==> config.mk <==
export PLATFORM = sky130hd
export DESIGN_NAME = fm_cmn_bififo_burst_rd
export DESIGN_NICKNAME = d
export VERILOG_FILES = /design/src/rtl/fm_cmn_pkg.sv /design/src/rtl/fm_cmn_bififo_burst_rd.sv
export SDC_FILE = /design/constraint.sdc
export NUM_CORES = 1
export LEC_CHECK = 0
export BUFFER_PORTS_ARGS = -buffer_cell sky130_fd_sc_hd__buf_4
export CAP_MARGIN = 10
export CORE_MARGIN = 2
export CORE_UTILIZATION = 35
export CTS_CLUSTER_DIAMETER = 100
export DETAILED_ROUTE_END_ITERATION = 10
export HOLD_SLACK_MARGIN = 0.1
export SKIP_LAST_GASP = 1
export SLEW_MARGIN = 10
export SYNTH_ARGS = -nofsm -noshare
export SYNTH_HDL_FRONTEND = slang
export SYNTH_SLANG_ARGS = --single-unit
==> constraint.sdc <==
create_clock -name clk_core -period 3.4 [get_ports clk_core]
set_input_delay 0.34 -clock clk_core [delete_from_list [all_inputs] [get_ports clk_core]]
set_output_delay 0.34 -clock clk_core [all_outputs]
set_load 0.05 [all_outputs]
==> src/rtl/fm_cmn_pkg.sv <==
// Shared encodings for the fm_cmn FIFO-side blocks.
// State values are fixed so the debug state port decodes the same way everywhere.
package fm_cmn_pkg;

  typedef enum logic [1:0] {
    ST_IDLE = 2'd0,
    ST_REQ  = 2'd1,
    ST_DATA = 2'd2
  } state_e;

endpackage

==> src/rtl/fm_cmn_bififo_burst_rd.sv <==
// Drains a show-ahead FIFO into fixed-length memory write bursts (request, then data beats).
// Handshake: o_req holds address/length until i_ack; a beat transfers when o_wdvalid && i_wdack.
module fm_cmn_bififo_burst_rd
  import fm_cmn_pkg::*;
#(
  parameter int P_WIDTH  = 32,
  parameter int P_RANGE  = 8,
  parameter int P_BLEN   = 8,
  parameter int P_AWIDTH = 30
) (
  input  logic                clk_core,
  input  logic                rst_x,
  input  logic                i_start,
  input  logic [P_AWIDTH-1:0] i_base_adrs,
  input  logic                i_stop,
  input  logic                i_flush,
  output logic                o_busy,
  input  logic                i_fifo_empty,
  input  logic [P_RANGE:0]    i_fifo_dnum,
  input  logic [P_WIDTH-1:0]  i_fifo_dt,
  output logic                o_fifo_renable,
  output logic                o_req,
  output logic [P_AWIDTH-1:0] o_adrs,
  output logic [P_RANGE:0]    o_len,
  input  logic                i_ack,
  output logic                o_wdvalid,
  output logic [P_WIDTH-1:0]  o_wd,
  input  logic                i_wdack,
  output logic [1:0]          o_dbg_state
);

  localparam int LW = P_RANGE + 1;
  localparam logic [LW-1:0] BLEN_W = LW'(P_BLEN);

  state_e              state_q, state_d;
  logic                active_q, active_d;
  logic                stop_pend_q, stop_pend_d;
  logic [P_AWIDTH-1:0] adrs_q, adrs_d;
  logic [LW-1:0]       len_q, len_d;
  logic [LW-1:0]       beat_q, beat_d;

  logic go_full, go_flush, beat_ok, last_beat;

  assign go_full   = active_q && (i_fifo_dnum >= BLEN_W);
  assign go_flush  = active_q && i_flush && (i_fifo_dnum != '0);
  assign beat_ok   = (state_q == ST_DATA) && !i_fifo_empty && i_wdack;
  assign last_beat = beat_ok && (beat_q == LW'(1));

  always_ff @(posedge clk_core or negedge rst_x) begin
    if (!rst_x) state_q <= ST_IDLE;
    else        state_q <= state_d;
  end

  always_comb begin
    state_d = state_q;
    case (state_q)
      ST_IDLE: if (go_full || go_flush) state_d = ST_REQ;
      ST_REQ:  if (i_ack)               state_d = ST_DATA;
      ST_DATA: if (last_beat)           state_d = ST_IDLE;
      default:                          state_d = ST_IDLE;
    endcase
  end

  always_comb begin
    o_busy         = (state_q != ST_IDLE);
    o_req          = (state_q == ST_REQ);
    o_adrs         = (state_q == ST_REQ) ? adrs_q : '0;
    o_len          = (state_q == ST_REQ) ? len_q : '0;
    o_wdvalid      = (state_q == ST_DATA) && !i_fifo_empty;
    o_wd           = (state_q == ST_DATA) ? i_fifo_dt : '0;
    o_fifo_renable = beat_ok;
    o_dbg_state    = state_q;
  end

  // A stop seen mid-burst is parked so the active flag only drops back in IDLE.
  always_comb begin
    active_d    = active_q;
    stop_pend_d = stop_pend_q;
    adrs_d      = adrs_q;
    len_d       = len_q;
    beat_d      = beat_q;
    if (state_q == ST_IDLE) begin
      stop_pend_d = 1'b0;
      if (i_start) begin
        active_d = 1'b1;
        adrs_d   = i_base_adrs;
      end else if (i_stop) begin
        active_d = 1'b0;
      end
      if (go_full)       len_d = BLEN_W;
      else if (go_flush) len_d = i_fifo_dnum;
    end else if (i_stop) begin
      stop_pend_d = 1'b1;
    end
    if ((state_q == ST_REQ) && i_ack) beat_d = len_q;
    if (beat_ok) begin
      beat_d = beat_q - LW'(1);
      if (last_beat) begin
        adrs_d = adrs_q + P_AWIDTH'(len_q);
        if (stop_pend_q || i_stop) begin
          active_d    = 1'b0;
          stop_pend_d = 1'b0;
        end
      end
    end
  end

  always_ff @(posedge clk_core or negedge rst_x) begin
    if (!rst_x) begin
      active_q    <= 1'b0;
      stop_pend_q <= 1'b0;
      adrs_q      <= '0;
      len_q       <= '0;
      beat_q      <= '0;
    end else begin
      active_q    <= active_d;
      stop_pend_q <= stop_pend_d;
      adrs_q      <= adrs_d;
      len_q       <= len_d;
      beat_q      <= beat_d;
    end
  end

endmodule
==> flow_summary_export.csv <==
group,metric,value,unit
final_layout,fin_area,5020,µm²
placed_design,placed_cell_area,4920,µm²
critical_path,critPathKind,"flip-flop to flip-flop",
drt,num_vias,3779,
yosys,ys.flop_type,"dfrtp_1",
floorplan,dieWidth,106,µm
final_layout,n_antenna_cell,0,
timing,slew_headroom,46.5,%
yosys,syn_area,3620,µm²
floorplan,core_area,10200,µm²
timing,maxSlewViolCount,0,
timing,setup_viol,0,
timing,period_share,75.2,%
final_layout,syn_to_final_growth,38.5,%
pwr,leakagePower,2.43,nW
pwr,vdd_ir_drop_max,0.000391,V
final_layout,layout.nets,676,
timing,rsz0062_at_grt,"no",
floorplan,die_y,106,µm
global_routing,grt_usage,20.1,%
placed_design,dp_hpwl,8810,µm
clock_network,cts_hold_buf,1,
yosys,syn_avg_cell_area,8.31,µm²
job,max-cap-violations,0,
critical_path,cp-end-kind,"flip-flop",
final_layout,layout_common_cells,"buf_4 (162), and2_1 (78), dfrtp_1 (52)",
timing,min_period,2560,ps
yosys,synth_edf_count,0,
timing,fin_skew,8.51,ps
critical_path,cp.required,3600,ps
timing,fin_tns_setup,0,ps
yosys,synthArstFlopShare,100,%
clock_network,clk_latency,310,ps
clock_network,path_clk_slew,90,ps
drt,viasPerCell,5.23,
critical_path,startpoint_type,"flip-flop",
clock_network,clock_sinks,52,
yosys,synth_fp_nets,527,
run_status,status,"complete, no violations",
clock_network,cts_tree,"done",
placed_design,port_buffers,155,
global_routing,antenna_found_initial,0,
drt,firstDrtPassIters,6,
clock_network,post_cts_buffers,0,
yosys,ys_types,55,
drt,wl_per_cell,16.0,µm
pwr,cellPowerDensity,885,nW/µm²
critical_path,critPathMaxFanout,5,
clock_network,htree_levels,2,
timing,worst_pin_slew,794,ps
final_layout,n_fill_cell,1001,
floorplan,ios,156,
hold_path,hp-class,"primary input to flip-flop",
floorplan,start_util,35.6,%
timing,finalHoldViolCount,0,
critical_path,cp.arrival,2760,ps
clock_network,cts_root_buf,"clkbuf_8",
pwr,power,4.44,mW
drt,drc,0,
clock_network,cts_resized,0,
final_layout,drive_above_1_share,30.4,%
yosys,ys_ff_latch,52,
global_routing,grt_first_pass_wirelength,18100,µm
final_layout,final_common_cell,"buf_4",
floorplan,num_rows,37,
global_routing,overflow,0,
timing,fmax,391,MHz
yosys,ys_warn_count,0,
drt,ant_nets,0,
drt,drt_wl_total,11500,µm
floorplan,die_area,11200,µm²
clock_network,clk_path_buf_depth,2,
clock_network,cts_made_buffers,5,
yosys,ys_seq_area_share,35.9,%
global_routing,grt_max_degree,53,
global_routing,grt_pass1_vias,3530,
drt,drt_iter0_markers,195,
yosys,synth_cells,436,
placed_design,place.gp.congestion,0.910,
[cells in the mapped netlist (2+ instances only)]
master / instances / area, µm²
a21oi_1: 35 / 175
or4_1: 2 / 15.0
a211oi_1: 5 / 37.5
o32ai_1: 3 / 26.3
o21ai_0: 23 / 115
nand3_1: 7 / 35.0
nand2b_1: 2 / 12.5
xnor2_1: 6 / 52.6
mux2i_1: 7 / 70.1
inv_1: 6 / 22.5
a31oi_1: 4 / 25.0
ha_1: 11 / 138
and3_1: 10 / 62.6
nor3b_1: 2 / 15.0
a211o_1: 3 / 26.3
dfrtp_1: 52 / 1300
nor3_1: 8 / 40.0
o311ai_0: 3 / 26.3
o22ai_1: 2 / 12.5
or3_1: 4 / 25.0
nor2b_1: 3 / 18.8
clkbuf_1: 17 / 63.8
a221o_1: 4 / 40.0
nand4b_1: 2 / 17.5
a311o_1: 2 / 20.0
xor2_1: 4 / 35.0
a311oi_1: 2 / 17.5
a22oi_1: 2 / 15.0
o211ai_1: 4 / 30.0
nand4_1: 5 / 31.3
or2_2: 3 / 18.8
nor2_1: 41 / 154
nor4_1: 7 / 43.8
a21o_1: 5 / 37.5
nand2_1: 41 / 154
and2_1: 78 / 488
buf_2: 2 / 10.0
and4_1: 2 / 17.5
[worst max-delay path: stages, from the launching register on]
cell and delay [ps]:
dfrtp_1 410, ha_1 240, fa_1 410, a21o_1 210, a221o_1 380, a21o_1 220, and3_1 210, a311oi_1 290
nor2_1 80
[worst paths after layout]
kind	startpoint	end	slack (ps)	depth (start not counted)
min in group asynchronous	rst_x	adrs_q[9]$_DFF_PN0_	610	2
max in group asynchronous	rst_x	active_q$_DFF_PN0_	2340	2
min reg2reg	stop_pend_q$_DFF_PN0_	active_q$_DFF_PN0_	480	1
max	adrs_q[0]$_DFF_PN0_	adrs_q[14]$_DFF_PN0_	840	8
min	i_stop	active_q$_DFF_PN0_	220	2
max reg2reg	adrs_q[0]$_DFF_PN0_	adrs_q[14]$_DFF_PN0_	840	8
[logic make-up (layout without fill, tap and decap cells)]
family	count (synthesis)	count (layout)	synth area share, %
AO/OA/AOI/OAI	106	106	19.3
XOR/XNOR	10	10	2.42
adder cells (fa/ha/maj)	12	12	4.35
buffers and inverters	28	178	3.28
flip-flops	52	52	35.9
multiplexers	8	8	2.24
AND/OR/NAND/NOR	220	220	32.6
[per-layer routing]
layer  share of wire (%)  vias up  wire length, µm  GRT usage, %
met5                   0        -                0             0
met4                 1.0        0              116          3.95
met3                 6.3       11              722          3.77
met2                  47      133             5410          32.3
met1                  46     1789             5300          28.4
li1                    -     1846                -             -
[sequential cells by signal (all words and copies together) (netlist names)]
register	flops
active_q	1
len_q	9
stop_pend_q	1
o_dbg_state	2
adrs_q	30
beat_q	9
[metrics by stage]
stage	setup WS [ps]	hold slack [ps]	utilization [%]	cells
after global routing	641	221	49.3	722
after global placement	914	427	48.3	713
final	842	218	49.3	722
after CTS	831	211	49.3	722
after detailed placement	856	428	48.3	713
after floorplan	242	44.4	-	436
[layout make-up]
cell class,instances,area (µm²),area share (%)
inverters,7,26.3,0.523
repair buffers,163,1230,24.4
clock buffers,8,90.1,1.79
multi-input cells,356,2210,44.0
well taps,136,170,3.39
flip-flops and latches,52,1300,25.9
[power breakdown]
part	internal, mW	leakage (nW)	switching [mW]
Clock	0.167	0.0455	0.209
Sequential	0.880	0.636	0.337
Combinational	1.01	1.74	1.84
Total	2.05	2.43	2.39
Note: power is estimated with default switching activity, not from simulation.
